[src/rtl/wb_arb_pkg.sv]
// Shared types for the register-file write-port arbiter: FSM states and the
// MDU result FIFO entry. Entry fields are sized for the widest supported port.
package wb_arb_pkg;

  localparam int ARB_ADDR_MAX = 16;
  localparam int ARB_DATA_MAX = 64;

  typedef enum logic [1:0] {
    IDLE  = 2'd0,
    PEND  = 2'd1,
    FORCE = 2'd2
  } arb_state_t;

  typedef struct packed {
    logic                    valid;
    logic [ARB_ADDR_MAX-1:0] addr;
    logic [ARB_DATA_MAX-1:0] data;
  } arb_entry_t;

endpackage

[src/rtl/wb_arb_if.sv]
// Bundle of the pipeline WB request, MDU completion and shared register-file
// write port seen by the arbiter.
interface wb_arb_if #(
  parameter int ADDR_W = 7,
  parameter int DATA_W = 32
);

  logic              wb_we;
  logic [ADDR_W-1:0] wb_addr;
  logic [DATA_W-1:0] wb_data;
  logic              wb_stall;

  // MDU completion transfers on a cycle where mdu_valid and mdu_ready are both
  // high; mdu_valid must not wait on mdu_ready, and mdu_ready depends only on
  // registered state, so there is no combinational path between them.
  logic              mdu_valid;
  logic [ADDR_W-1:0] mdu_addr;
  logic [DATA_W-1:0] mdu_data;
  logic              mdu_ready;

  logic              rf_we;
  logic [ADDR_W-1:0] rf_addr;
  logic [DATA_W-1:0] rf_data;

  modport master (
    output wb_we, wb_addr, wb_data, mdu_valid, mdu_addr, mdu_data,
    input  wb_stall, mdu_ready, rf_we, rf_addr, rf_data
  );

  modport slave (
    input  wb_we, wb_addr, wb_data, mdu_valid, mdu_addr, mdu_data,
    output wb_stall, mdu_ready, rf_we, rf_addr, rf_data
  );

endinterface

[src/rtl/wb_arb_fifo.sv]
// Two-entry compacting FIFO of buffered MDU results: slot 0 is always the head,
// and entries squashed by a younger pipeline write are removed in place.
module wb_arb_fifo
  import wb_arb_pkg::*;
(
  input  logic                    aclk,
  input  logic                    aresetn,
  input  logic                    i_pop,
  input  logic                    i_push,
  input  arb_entry_t              i_push_ent,
  input  logic                    i_sq_en,
  input  logic [ARB_ADDR_MAX-1:0] i_sq_addr,
  output arb_entry_t              o_head,
  output logic [1:0]              o_count,
  output logic [1:0]              o_count_nxt,
  output logic                    o_sq_head,
  output logic [1:0]              o_sq_cnt
);

  arb_entry_t r_slot0;
  arb_entry_t r_slot1;
  arb_entry_t w_nxt0;
  arb_entry_t w_nxt1;
  arb_entry_t w_new;
  logic       w_sq0;
  logic       w_sq1;
  logic       w_keep0;
  logic       w_keep1;

  always_comb begin
    w_sq0   = i_sq_en && r_slot0.valid && !i_pop && (r_slot0.addr == i_sq_addr);
    w_sq1   = i_sq_en && r_slot1.valid && (r_slot1.addr == i_sq_addr);
    w_keep0 = r_slot0.valid && !i_pop && !w_sq0;
    w_keep1 = r_slot1.valid && !w_sq1;
    w_new   = '0;
    if (i_push) begin
      w_new       = i_push_ent;
      w_new.valid = 1'b1;
    end
    // Survivors shift toward slot 0, the new entry lands behind them.
    w_nxt0 = '0;
    w_nxt1 = '0;
    if (w_keep0) begin
      w_nxt0 = r_slot0;
      w_nxt1 = w_keep1 ? r_slot1 : w_new;
    end else if (w_keep1) begin
      w_nxt0 = r_slot1;
      w_nxt1 = w_new;
    end else begin
      w_nxt0 = w_new;
    end
  end

  always_ff @(posedge aclk or negedge aresetn) begin
    if (!aresetn) begin
      r_slot0 <= '0;
      r_slot1 <= '0;
    end else begin
      r_slot0 <= w_nxt0;
      r_slot1 <= w_nxt1;
    end
  end

  assign o_head      = r_slot0;
  assign o_count     = {1'b0, r_slot0.valid} + {1'b0, r_slot1.valid};
  assign o_count_nxt = {1'b0, w_nxt0.valid} + {1'b0, w_nxt1.valid};
  assign o_sq_head   = w_sq0;
  assign o_sq_cnt    = {1'b0, w_sq0} + {1'b0, w_sq1};

endmodule

[src/rtl/wb_port_arbiter.sv]
// Shares one register-file write port between the pipeline WB stage and
// buffered MDU results; WB_ARB_PERF_CNT_EN adds force/drop event counters.
module wb_port_arbiter
  import wb_arb_pkg::*;
#(
  parameter int ADDR_W       = 7,
  parameter int DATA_W       = 32,
  parameter int STARVE_LIMIT = 4
) (
  input  logic       aclk,
  input  logic       aresetn,
  wb_arb_if.slave    bus,
  output arb_state_t o_dbg_state
`ifdef WB_ARB_PERF_CNT_EN
  ,
  output logic [31:0] perf_force_cnt,
  output logic [31:0] perf_drop_cnt
`endif
);

  localparam int CNT_W = $clog2(STARVE_LIMIT + 1);

  arb_state_t        r_state;
  arb_state_t        w_state_nxt;
  logic [CNT_W-1:0]  r_wait;
  logic [CNT_W-1:0]  w_wait_nxt;

  logic              w_issue;
  logic              w_accept;
  logic              w_suppress;
  logic              w_push;
  logic              w_pop;
  logic              w_blocked;
  logic              w_starved;
  arb_entry_t        w_push_ent;
  arb_entry_t        w_head;
  logic [1:0]        w_count;
  logic [1:0]        w_count_nxt;
  logic              w_sq_head;
  logic [1:0]        w_sq_cnt;
  logic              w_rf_we;
  logic [ADDR_W-1:0] w_rf_addr;
  logic [DATA_W-1:0] w_rf_data;
  logic              w_unused;

  // The pipeline write only reaches the register file when not stalled.
  assign w_issue    = bus.wb_we && (r_state != FORCE);
  assign w_accept   = bus.mdu_valid && (w_count != 2'd2);
  assign w_suppress = w_accept && w_issue && (bus.mdu_addr != '0) &&
                      (bus.mdu_addr == bus.wb_addr);
  assign w_push     = w_accept && (bus.mdu_addr != '0) && !w_suppress;
  assign w_pop      = (r_state == FORCE) || ((r_state == PEND) && !bus.wb_we);
  assign w_blocked  = (r_state == PEND) && bus.wb_we && !w_sq_head;

  always_comb begin
    w_push_ent       = '0;
    w_push_ent.valid = 1'b1;
    w_push_ent.addr  = ARB_ADDR_MAX'(bus.mdu_addr);
    w_push_ent.data  = ARB_DATA_MAX'(bus.mdu_data);
  end

  wb_arb_fifo u_fifo (
    .aclk        (aclk),
    .aresetn     (aresetn),
    .i_pop       (w_pop),
    .i_push      (w_push),
    .i_push_ent  (w_push_ent),
    .i_sq_en     (w_issue),
    .i_sq_addr   (ARB_ADDR_MAX'(bus.wb_addr)),
    .o_head      (w_head),
    .o_count     (w_count),
    .o_count_nxt (w_count_nxt),
    .o_sq_head   (w_sq_head),
    .o_sq_cnt    (w_sq_cnt)
  );

  // Wait counter tracks how long the current head has been refused the port.
  always_comb begin
    w_wait_nxt = r_wait;
    if (w_pop || w_sq_head) begin
      w_wait_nxt = '0;
    end else if (w_blocked) begin
      w_wait_nxt = r_wait + 1'b1;
    end
  end

  assign w_starved = w_blocked && (w_wait_nxt == CNT_W'(STARVE_LIMIT));

  always_comb begin
    w_state_nxt = r_state;
    case (r_state)
      IDLE: begin
        if (w_count_nxt != 2'd0) w_state_nxt = PEND;
      end
      PEND: begin
        if (w_count_nxt == 2'd0) begin
          w_state_nxt = IDLE;
        end else if (w_starved) begin
          w_state_nxt = FORCE;
        end
      end
      FORCE: begin
        w_state_nxt = (w_count_nxt != 2'd0) ? PEND : IDLE;
      end
      default: w_state_nxt = IDLE;
    endcase
  end

  always_ff @(posedge aclk or negedge aresetn) begin
    if (!aresetn) begin
      r_state <= IDLE;
      r_wait  <= '0;
    end else begin
      r_state <= w_state_nxt;
      r_wait  <= w_wait_nxt;
    end
  end

  always_comb begin
    w_rf_we   = 1'b0;
    w_rf_addr = bus.wb_addr;
    w_rf_data = bus.wb_data;
    case (r_state)
      IDLE: w_rf_we = bus.wb_we;
      PEND: begin
        w_rf_we = 1'b1;
        if (!bus.wb_we) begin
          w_rf_addr = w_head.addr[ADDR_W-1:0];
          w_rf_data = w_head.data[DATA_W-1:0];
        end
      end
      FORCE: begin
        w_rf_we   = 1'b1;
        w_rf_addr = w_head.addr[ADDR_W-1:0];
        w_rf_data = w_head.data[DATA_W-1:0];
      end
      default: w_rf_we = 1'b0;
    endcase
  end

  // Reset must silence the write port even while a pipeline write is offered.
  assign bus.rf_we     = aresetn && w_rf_we;
  assign bus.rf_addr   = w_rf_addr;
  assign bus.rf_data   = w_rf_data;
  assign bus.wb_stall  = (r_state == FORCE);
  assign bus.mdu_ready = (w_count != 2'd2);
  assign o_dbg_state   = r_state;

  assign w_unused = &{1'b0, w_head, w_sq_cnt};

`ifdef WB_ARB_PERF_CNT_EN
  logic [31:0] r_perf_force;
  logic [31:0] r_perf_drop;
  logic [2:0]  w_drop_inc;
  logic [32:0] w_drop_sum;

  assign w_drop_inc = {1'b0, w_sq_cnt} + {2'b00, w_suppress};
  assign w_drop_sum = {1'b0, r_perf_drop} + {30'd0, w_drop_inc};

  always_ff @(posedge aclk or negedge aresetn) begin
    if (!aresetn) begin
      r_perf_force <= '0;
      r_perf_drop  <= '0;
    end else begin
      if ((r_state == FORCE) && (r_perf_force != '1)) begin
        r_perf_force <= r_perf_force + 32'd1;
      end
      r_perf_drop <= w_drop_sum[32] ? '1 : w_drop_sum[31:0];
    end
  end

  assign perf_force_cnt = r_perf_force;
  assign perf_drop_cnt  = r_perf_drop;
`endif

endmodule

[src/flat_wrapper.sv]
// flat-port wrapper written by rule: the top's interface ports become plain ports
module wb_port_arbiter_flat import wb_arb_pkg::*;
#(
  parameter int ADDR_W       = 7,
  parameter int DATA_W       = 32,
  parameter int STARVE_LIMIT = 4
)
  (aclk, aresetn, o_dbg_state, bus_wb_we, bus_wb_addr, bus_wb_data, bus_mdu_valid, bus_mdu_addr, bus_mdu_data, bus_wb_stall, bus_mdu_ready, bus_rf_we, bus_rf_addr, bus_rf_data);
  wb_arb_if #(.ADDR_W(ADDR_W), .DATA_W(DATA_W)) bus_i ();
  input  logic aclk;
  input  logic aresetn;
  output arb_state_t o_dbg_state;
  input wire logic [$bits(bus_i.wb_we)-1:0] bus_wb_we;
  input wire logic [$bits(bus_i.wb_addr)-1:0] bus_wb_addr;
  input wire logic [$bits(bus_i.wb_data)-1:0] bus_wb_data;
  input wire logic [$bits(bus_i.mdu_valid)-1:0] bus_mdu_valid;
  input wire logic [$bits(bus_i.mdu_addr)-1:0] bus_mdu_addr;
  input wire logic [$bits(bus_i.mdu_data)-1:0] bus_mdu_data;
  output wire logic [$bits(bus_i.wb_stall)-1:0] bus_wb_stall;
  output wire logic [$bits(bus_i.mdu_ready)-1:0] bus_mdu_ready;
  output wire logic [$bits(bus_i.rf_we)-1:0] bus_rf_we;
  output wire logic [$bits(bus_i.rf_addr)-1:0] bus_rf_addr;
  output wire logic [$bits(bus_i.rf_data)-1:0] bus_rf_data;
  assign bus_i.wb_we = bus_wb_we;
  assign bus_i.wb_addr = bus_wb_addr;
  assign bus_i.wb_data = bus_wb_data;
  assign bus_i.mdu_valid = bus_mdu_valid;
  assign bus_i.mdu_addr = bus_mdu_addr;
  assign bus_i.mdu_data = bus_mdu_data;
  assign bus_wb_stall = bus_i.wb_stall;
  assign bus_mdu_ready = bus_i.mdu_ready;
  assign bus_rf_we = bus_i.rf_we;
  assign bus_rf_addr = bus_i.rf_addr;
  assign bus_rf_data = bus_i.rf_data;
  wb_port_arbiter #(.ADDR_W(ADDR_W), .DATA_W(DATA_W), .STARVE_LIMIT(STARVE_LIMIT)) u_core (.aclk(aclk), .aresetn(aresetn), .bus(bus_i), .o_dbg_state(o_dbg_state));
endmodule
[config.mk]
export PLATFORM = sky130hd
export DESIGN_NAME = wb_port_arbiter_flat
export DESIGN_NICKNAME = d
export VERILOG_FILES = /design/src/rtl/wb_arb_pkg.sv /design/src/rtl/wb_arb_if.sv /design/src/rtl/wb_arb_fifo.sv /design/src/rtl/wb_port_arbiter.sv /design/src/flat_wrapper.sv
export SDC_FILE = /design/constraint.sdc
export NUM_CORES = 1
export LEC_CHECK = 0
export CORE_ASPECT_RATIO = 0.75
export CORE_MARGIN = 2
export CORE_UTILIZATION = 45
export CTS_CLUSTER_DIAMETER = 60
export DETAILED_ROUTE_END_ITERATION = 16
export PLACE_DENSITY = 0.74
export SYNTH_ARGS = -nofsm -noshare
export SYNTH_HDL_FRONTEND = slang
export SYNTH_SLANG_ARGS = --single-unit
[constraint.sdc]
create_clock -name aclk -period 2.4 [get_ports aclk]
set_input_delay 0.36 -clock aclk [delete_from_list [all_inputs] [get_ports aclk]]
set_output_delay 0.36 -clock aclk [all_outputs]
set_load 0.005 [all_outputs]
==> results of run 1 <==
==> per-layer routing <==
| metal | GRT usage [%] | up-vias | routed length (µm) |
|---|---|---|---|
| met5 | 0 | - | 0 |
| met4 | 6.76 | 0 | 274 |
| met3 | 4.63 | 24 | 1030 |
| met2 | 39.0 | 193 | 7560 |
| met1 | 34.7 | 2348 | 7040 |
| li1 | - | 2125 | - |
==> area by class of cell <==
type / count / share of cell area (%)
Sequential cell: 103 / 33.3
Multi-Input combinational cell: 336 / 33.8
Clock inverter: 6 / 0.971
Timing Repair Buffer: 193 / 26.3
Inverter: 5 / 0.243
Clock buffer: 10 / 3.09
Tap cell: 140 / 2.27
==> sequential cells by signal, indices dropped and copies added, names as in the netlist <==
| signal | flops |
|---|---|
| u_core.u_fifo.r_slot1 | 49 |
| u_core.u_fifo.o_head | 49 |
| u_core.o_dbg_state | 2 |
| u_core.r_wait | 3 |
==> timing repair <==
action / 4_1_cts / 5_1_grt
resized for setup: 75 / 50
endpoints found under the setup margin: 138 / 128
pin swaps: 7 / 3
cloned: 6 / 3
buffers inserted: 16 / 6
==> path summary, 6_finish.rpt <==
check / start / endpoint / depth (start not counted) / slack (ns)
max: u_core.o_dbg_state[1]$_DFFE_PN0P_ / bus_rf_data[11] / 9 / 0.007
min in group aclk: bus_wb_we / u_core.r_wait[1]$_DFF_PN0_ / 3 / 0.43
max in group asynchronous: aresetn / u_core.u_fifo.o_head[6]$_DFFE_PN0N_ / 2 / 1.90
max reg2reg: u_core.o_dbg_state[1]$_DFFE_PN0P_ / u_core.u_fifo.r_slot1[30]$_DFF_PN0_ / 10 / 0.04
min: aresetn / u_core.u_fifo.o_head[21]$_DFFE_PN0N_ / 2 / 0.09
min reg2reg: u_core.u_fifo.r_slot1[21]$_DFF_PN0_ / u_core.u_fifo.r_slot1[21]$_DFF_PN0_ / 1 / 0.50
==> power by group through the flow <==
stage	logic (mW)	registers (mW)	clock network, mW
2_1_floorplan	2.39	2.50	0
3_3_place_gp	3.77	2.56	0
3_5_place_dp	3.87	2.59	0
4_1_cts	4.61	2.57	1.54
5_1_grt	5.40	2.64	1.62
6_report	5.10	2.59	1.52
==> critical path: stages, from the launching register on <==
cell and delay (ns):
dfrtp_1 0.38, inv_2 0.08, ha_4 0.18, buf_6 0.13
nand2_4 0.08, nand2_4 0.07, buf_12 0.13, buf_12 0.14
a22o_1 0.23, dlygate4sd2_1 0.26
==> metrics by stage <==
stage | std cells | worst slack, ns | TNS, ns | util (%) | instance area, µm²
2_1_floorplan | 483 | 0.0886 | 0 | - | 5190
3_3_place_gp | 747 | -0.667 | -66.90 | 61.7 | 6850
3_5_place_dp | 747 | -0.694 | -70.75 | 61.7 | 6850
4_1_cts | 784 | 0.00484 | 0 | 68.3 | 7580
5_1_grt | 793 | -0.0609 | -1.28 | 69.6 | 7730
6_report | 793 | 0.00715 | 0 | 69.6 | 7730
==> Yosys cell counts (all sizes together) <==
master	instances	area share, %
nand4	6	0.72
mux2	32	6.9
or4	1	0.14
a22o	48	8.1
buf	12	1.4
nand3	4	0.39
or4b	1	0.19
nor3b	1	0.14
nor4	2	0.24
a21o	7	1.0
mux2i	3	0.58
o21ai	33	3.2
clkbuf	31	2.2
ha	5	1.2
nor2b	3	0.36
and3	9	1.1
nor4b	1	0.29
o211ai	2	0.29
nand3b	7	1.0
o31ai	1	0.41
nor2	7	0.55
o31a	2	0.34
and2	1	0.12
a21oi	10	0.96
maj3	1	0.19
dfrtp	103	50
o21ba	1	0.19
inv	5	0.36
or3	1	0.12
nor3	2	0.29
xor2	3	0.51
nand2	77	5.6
xnor2	22	3.7
a32o	39	7.5
==> kinds of logic after synthesis <==
kind of cell,Yosys count,synth area share (%)
compound gates,143,22.0
simple gates,123,11.2
flops,103,49.6
buf+inv,48,4.05
mux,35,7.51
xor+xnor,25,4.21
fa+ha+maj,6,1.40
==> metrics.txt, run 1 <==
clock tree buffer depth=2; synthesized area per cell=10.8 µm²; I/O pins=126; maximum net fanout on the critical path=12; wire per inst=20.1 µm; die height=97.1 µm; min Tclk post-route=2.39 ns; # setup viols final=0; multi-input combinational cell area=0.00261 mm²; P_leak=3.51 nW; CTS tree=done; crit end category=output pin; Yosys Warn Count=0; Worst-Margin Slew=0.540 ns; RSZ-0062 raised after global routing=yes; Clock transition at path regs=0.07 ns; CTS Buf Count=9; Worst Skew=0.00732 ns; WS Path Type=reg2out; initial antenna violation count=0; Row Count=33; Comb pwr share=55.4%; Netlist Area Pre-Place=0.00519 mm²; # fillers=785; Clk pwr share=16.5%; CP Data Arrival Time=2.03 ns; maximum clock frequency=0.418 GHz; FF+latch count, synth=103; Pwr Total=9.21 mW; Initial Utilization=46.8%; DR iter-0 viols=347; Slew Limit Fails=0; antenna-violating nets left=0; IO buf count=125; Max-Cap Viols=0; CTS root buffer=clkbuf_16; Yosys cell types=39; sequential share of power=28.1%; Critical Path RT=2.04 ns; syn nets=570; Die Area=0.0124 mm²; Rel. slew slack=64.0%; vias per inst=5.91; vias=4690; diodes inserted=0; final wirelength=15.9 mm; DRC viols=0; leading cell type in the layout, fill and taps excluded=dfrtp_1; Hold Crit Class=in2async; layout net count=735; Die Wd=128 µm; first drt pass iteration count=6; CP Launch Type=flop; Psw=3.48 mW; Layout area overhead=48.9%; Mapped Cells=483; total power per unit cell area=1190 mW/mm²; final period utilization=99.7%; register area share after synthesis=49.6%; most frequent cells in the layout=102 x dfrtp_1, 83 x clkdlybuf4s50_1, 75 x nand2_1, 48 x a22o_1, 41 x buf_4; CORE AREA=0.0111 mm²; H-tree depth=3; Final Hold Fails=0; Hold-fix buffers, CTS=0; GR Util All Layers=24.5%; vias in the first global route=4516; VDD IR-drop max=656 µV; layout cells sized above 1=23.6%; DP Wirelength=9.10 mm; Final GP Congestion=0.825; largest net degree at the start of global routing=104; Worst-Skew Late Latency=0.35 ns; Power Internal=5.73 mW; clock sinks=103; GRT overflow=0; Storage cell area=0.00258 mm²; first-pass GRT wire length=23.7 mm; sw frac=37.8%; WHS=0.0889 ns; status=finished, final reports clean
Note: power is estimated with default switching activity, not from simulation.
==> run 2: changes to the inputs <==
--- a/config.mk
+++ b/config.mk
@@ -5,12 +5,12 @@
 export SDC_FILE = /design/constraint.sdc
 export NUM_CORES = 1
 export LEC_CHECK = 0
-export CORE_ASPECT_RATIO = 0.75
+export ABC_AREA = 1
 export CORE_MARGIN = 2
-export CORE_UTILIZATION = 45
+export CORE_UTILIZATION = 25
 export CTS_CLUSTER_DIAMETER = 60
 export DETAILED_ROUTE_END_ITERATION = 16
-export PLACE_DENSITY = 0.74
+export PLACE_DENSITY = 0.44
 export SYNTH_ARGS = -nofsm -noshare
 export SYNTH_HDL_FRONTEND = slang
 export SYNTH_SLANG_ARGS = --single-unit
==> run 2 against run 1 <==
Net effect:
- hold slack improved by 0.014 ns
- clock power barely moved
- combinational power rose by 22%
- synthesized cell count rose by 55%
- design area rose by 13%
- largest cell class unchanged
- synthesized area rose by 14%
- routed wire length rose by 26%
- critical endpoint is now bus_rf_data[21]
- via count rose by 20%
- clock skew rose by 0.0053 ns
==> metrics.txt, run 2 <==
# setup viols final=0; Yosys cell types=29; maximum clock frequency=0.430 GHz; DRC viols=0; Die Area=0.0250 mm²; RSZ-0062 raised after global routing=yes; Final GP Congestion=0.809; antenna-violating nets left=0; Layout area overhead=46.8%; CP Data Arrival Time=1.96 ns; final period utilization=96.8%; Max-Cap Viols=0; Row Count=56; FFs w/ async S/R, synth=100%; CTS tree=done; main flop type after synthesis=dfrtp_1; Synth Area in Compound Gates=25.3%; most frequent cells in the layout=193 x nand2_1, 103 x inv_1, 103 x dfrtp_1, 84 x clkdlybuf4s50_1, 60 x o31ai_1; WS Path Type=reg2out; ranking of synthesized cells by area=dfrtp_1 43%, nand2_1 12%, o31ai_1 11%; Netlist Area Pre-Place=0.00594 mm²; vias in the first global route=5313; vias=5605; Synth Area in Adders=1.05%; Slew Limit Fails=0; Synth top area share=43.4%; syn nets=837; GRT overflow=0; VDD IR-drop max=553 µV; Worst-Margin Slew=0.605 ns; wire per inst=16.4 µm; cell taking the most area after synthesis=dfrtp_1; FF+latch count, synth=103; clock sinks=103; most frequent cells after synthesis=195 x nand2_1, 107 x inv_1, 103 x dfrtp_1; I/O pins=126; Final TNS setup=0 ns; CP Launch Type=flop; Critical Path RT=2.04 ns; P_leak=3.84 nW; first drt pass iteration count=4; initial antenna violation count=0; CORE AREA=0.0234 mm²; DP Wirelength=13.4 mm; clock tree buffer depth=2; placed cell areas=0.00791 mm²; maximum net fanout on the critical path=9; WHS=0.103 ns; Post-Synth Simple-Gate Area=17.2%; Hold Crit Class=in2async; # fillers=2477; GR Util All Layers=15.9%; DR iter-0 viols=287; Mapped Cells=750; mux contribution to synthesized area=0%; final wirelength=20.1 mm; Post-synth EDFFs=0; IO buf count=125; vias per inst=4.57; Initial Utilization=25.4%; largest net degree at the start of global routing=104; layout net count=989; Finished Cell Area=0.00871 mm²; Yosys Warn Count=0; total power per unit cell area=1150 mW/mm²; min Tclk post-route=2.32 ns; Rel. slew slack=59.7%; CTS Buf Count=9; Pwr Total=9.98 mW; die height=158 µm; Worst-Skew Late Latency=0.36 ns; Clock transition at path regs=0.08 ns; Hold-fix buffers, CTS=0; first-pass GRT wire length=30.8 mm; R2R Setup Slk=0.20 ns; layout cells sized above 1=24.1%; H-tree depth=3; Final Hold Fails=0; register area share after synthesis=43.4%; synthesized area per cell=7.91 µm²; Die Wd=158 µm; post-route setup slack=0.0759 ns; crit end category=output pin; largest family of logic cells by synthesized area=compound AO/OA/AOI/OAI gates; diodes inserted=0; Worst Skew=0.0126 ns; dominant cell by count in the synthesized netlist=nand2_1; CTS root buffer=clkbuf_16; status=finished, final reports clean; Placement Setup Slack=-0.258 ns; leading cell type in the layout, fill and taps excluded=nand2_1; xor/xnor share of the synthesized area=1.77%
## run 2: cell count changes after synthesis, sizes merged, moves of 8 or more
cell	delta
nand2	+120
o31ai	+113
inv	+105
a22o	-48
o21ai	+48
a32o	-39
mux2	-32
nor2	+20
buf	+12
nand3	+12
xnor2	-11
and3	-9
nor3	+8
## run 2: what timing repair did
action,4_1_cts,5_1_grt
setup buffers,8,2
pin swaps,8,12
endpoints found under the setup margin,41,136
resized for setup,189,85
gates cloned,3,3
## run 2: path summary, 6_finish.rpt
path                                                      start  cells past startpoint                                    to
setup / recovery              u_core.o_dbg_state[1]$_DFFE_PN0P_                      9                       bus_rf_data[21]
hold / removal                                          aresetn                      2  u_core.u_fifo.o_head[65]$_DFFE_PN0N_
setup reg to reg              u_core.o_dbg_state[1]$_DFFE_PN0P_                     14  u_core.u_fifo.o_head[22]$_DFFE_PN0N_
hold reg to reg            u_core.u_fifo.o_head[78]$_DFFE_PN0N_                      2  u_core.u_fifo.o_head[78]$_DFFE_PN0N_
max in group asynchronous                               aresetn                      2  u_core.u_fifo.o_head[14]$_DFFE_PN0N_
min in group aclk          u_core.u_fifo.o_head[78]$_DFFE_PN0N_                      2  u_core.u_fifo.o_head[78]$_DFFE_PN0N_
## run 2: metal layers
metal	vias to the layer above	part of all wire, %	GRT usage (%)
met5	-	0	0
met4	0	1.4	4.63
met3	14	2.0	2.19
met2	71	49	25.2
met1	2708	47	22.4
li1	2812	-	-
## run 2: cells by family after synthesis
| logic type | Yosys count |
|---|---|
| xor+xnor | 12 |
| buf+inv | 164 |
| compound gates | 209 |
| simple gates | 257 |
| fa+ha+maj | 5 |
| flops | 103 |
## run 2: power breakdown
group / switching (mW) / total [mW] / internal, mW / leakage (nW)
Clock: 0.755 / 1.49 / 0.730 / 0.144
Combinational: 3.63 / 6.20 / 2.57 / 2.31
Sequential: 0.161 / 2.30 / 2.13 / 1.38
Total: 4.55 / 9.98 / 5.43 / 3.84
## run 2: stage by stage
stage	utilization, %	instances
6_report	37.2	1226
4_1_cts	35.8	1224
3_3_place_gp	33.8	1197
3_5_place_dp	33.8	1197
5_1_grt	37.2	1226
2_1_floorplan	-	750
## run 2: worst max-delay path, cell delays in order, from the launching register on
cell and delay, ns:
dfrtp_1 0.39, inv_2 0.09, ha_4 0.14, inv_2 0.05, o21ai_4 0.16, inv_4 0.05, buf_4 0.14, buf_12 0.14
o31ai_1 0.19, clkdlybuf4s15_2 0.24
## run 2: cell type report
type | instances | area (µm²) | area share, %
flip-flops and latches | 103 | 2580 | 29.6
repair buffers | 193 | 1850 | 21.2
multi-input cells | 483 | 3160 | 36.3
inverters | 112 | 443 | 5.08
clock buffers | 9 | 225 | 2.58
well taps | 319 | 399 | 4.58
clock inverters | 7 | 62.6 | 0.718
==> run 3: changes to the inputs <==
--- a/config.mk
+++ b/config.mk
@@ -10,7 +10,8 @@
 export CORE_UTILIZATION = 25
 export CTS_CLUSTER_DIAMETER = 60
 export DETAILED_ROUTE_END_ITERATION = 16
-export PLACE_DENSITY = 0.44
+export DONT_BUFFER_PORTS = 1
+export PLACE_DENSITY = 0.37
 export SYNTH_ARGS = -nofsm -noshare
 export SYNTH_HDL_FRONTEND = slang
 export SYNTH_SLANG_ARGS = --single-unit
==> run 3 against run 2 <==
Net effect:
- the flow now finishes with violations (negative hold slack)
- register-to-register slack better by 0.02 ns
- design area down 16%
- highest routed layer is now met5
- maximum frequency down 1.2%
- critical endpoint is now bus_rf_addr[2]
- largest power group unchanged
- worst setup slack worse by 0.027 ns
==> metrics.txt, run 3 (synthesis gave the netlist of run 2 again) <==
vias in the first global route=4841; Die Area=0.0250 mm²; GR Util All Layers=14.6%; Row Count=56; Psw=4.36 mW; Worst Skew=0.00698 ns; WHS=-0.294 ns; Rel. slew slack=58.4%; total power per unit cell area=1270 mW/mm²; clock sinks=103; CP Launch Type=flop; P_leak=3.16 nW; DP Wirelength=12.0 mm; Worst-Skew Late Latency=0.35 ns; RSZ-0062 raised after global routing=yes; Final Hold Fails=103; # fillers=2489; maximum net fanout on the critical path=7; initial antenna violation count=2; largest net degree at the start of global routing=105; crit end category=output pin; sequential share of power=24.5%; Clk pwr share=18.0%; clock tree buffer depth=2; Hold Crit Class=in2async; final period utilization=98.0%; sw frac=46.7%; maximum clock frequency=0.425 GHz; Die Wd=158 µm; placed cell areas=0.00641 mm²; DR iter-0 viols=205; antenna-violating nets left=0; CORE AREA=0.0234 mm²; GRT overflow=0; Clock transition at path regs=0.07 ns; most frequent cells in the layout=194 x nand2_1, 104 x inv_1, 103 x dfrtp_1, 50 x o31ai_1, 48 x o31ai_2; min Tclk post-route=2.35 ns; DRC viols=0; # setup viols final=0; IO buf count=0; CTS root buffer=clkbuf_16; first-pass GRT wire length=27.6 mm; Max-Cap Viols=0; Util after Layout=31.4%; layout net count=829; die height=158 µm; Comb pwr share=57.5%; H-tree depth=3; Final GP Congestion=0.803; Finished Cell Area=0.00736 mm²; first drt pass iteration count=4; VDD IR-drop max=498 µV; CP Data Arrival Time=1.99 ns; vias per inst=4.78; Power Internal=4.97 mW; Layout area overhead=23.9%; Critical Path RT=2.04 ns; violated checks=negative hold slack; status=complete, but fails checks; Worst-Margin Slew=0.624 ns; Initial Utilization=25.4%; CTS Buf Count=9; Pwr Total=9.33 mW; Slew Limit Fails=0; wire per inst=17.7 µm; CTS tree=done; layout cells sized above 1=19.3%; I/O pins=126; final wirelength=18.9 mm; vias=5103; WS Path Type=reg2out; leading cell type in the layout, fill and taps excluded=nand2_1
run 3: changes by cell type in the layout (fill, tap and decap cells not counted), sizes merged:
cell,previous run,this run
buf,98,31
dlygate4sd2,1,0
diode,0,1
bufinv,0,2
clkdlybuf4s15,2,0
inv,115,112
clkinv,4,3
clkdlybuf4s50,84,0
clkbuf,17,13
run 3: through the flow:
step,hold slack (ns),instances,worst slack [ns],TNS [ns]
floorplan,0.0644,750,0.370,0
finish,-0.294,1067,0.0485,0
global placement,0.0722,1042,0.109,0
detailed placement,0.0693,1042,0.125,0
global route,-0.310,1067,-0.0189,-0.0604
CTS,-0.309,1064,-0.0206,-0.218
run 3: power by group through the flow:
stage / registers (mW) / logic (mW) / clock network (mW)
final: 2.29 / 5.36 / 1.68
after global routing: 2.33 / 5.88 / 1.79
after CTS: 2.29 / 4.88 / 1.72
after detailed placement: 2.32 / 4.11 / 0
after global placement: 2.32 / 4.04 / 0
after floorplan: 2.29 / 2.89 / 0
run 3: final cells by class:
class | count | area, µm² | share of cell area, %
clock inverter | 5 | 78.8 | 1.07
clock buffer | 11 | 253 | 3.44
multi-input combinational | 483 | 3120 | 42.4
sequential | 103 | 2580 | 35.0
timing repair buffer | 33 | 493 | 6.70
antenna | 1 | 2.50 | 0.0340
inverter | 112 | 432 | 5.87
tap | 319 | 399 | 5.43
run 3: worst max-delay path: stages, from the launching register on:
cell	delay (ns)
dfrtp_1	0.40
buf_6	0.14
inv_4	0.06
ha_4	0.13
inv_2	0.04
o21ai_2	0.13
clkinv_2	0.10
buf_4	0.14
buf_4	0.16
o32ai_1	0.34
run 3: worst paths after layout:
check / startpoint / to / slack, ns / depth (start not counted)
hold reg to reg: u_core.u_fifo.o_head[79]$_DFFE_PN0N_ / u_core.u_fifo.o_head[79]$_DFFE_PN0N_ / 0.49 / 2
hold / removal: aresetn / u_core.u_fifo.r_slot1[1]$_DFF_PN0_ / -0.29 / 0
setup reg to reg: u_core.o_dbg_state[0]$_DFFE_PN0P_ / u_core.u_fifo.r_slot1[7]$_DFF_PN0_ / 0.22 / 14
max in group asynchronous: aresetn / u_core.u_fifo.o_head[10]$_DFFE_PN0N_ / 2.52 / 0
setup / recovery: u_core.o_dbg_state[1]$_DFFE_PN0P_ / bus_rf_addr[2] / 0.05 / 9
min in group aclk: bus_mdu_data[22] / u_core.u_fifo.r_slot1[22]$_DFF_PN0_ / 0.18 / 2
run 3: repair_timing:
action	in CTS	in global routing
setup endpoints to repair	39	116
resized for setup	63	56
hold endpoints to repair	103	103
pin swaps	4	4
gates cloned	3	2
buffers inserted	3	0
run 3: routing by layer:
| layer | up-vias | wire [µm] | track usage [%] |
|---|---|---|---|
| li1 | 2486 | - | - |
| met1 | 2485 | 8600 | 19.4 |
| met2 | 113 | 9150 | 23.8 |
| met3 | 17 | 868 | 2.96 |
| met4 | 2 | 242 | 4.59 |
| met5 | - | 13 | 0 |
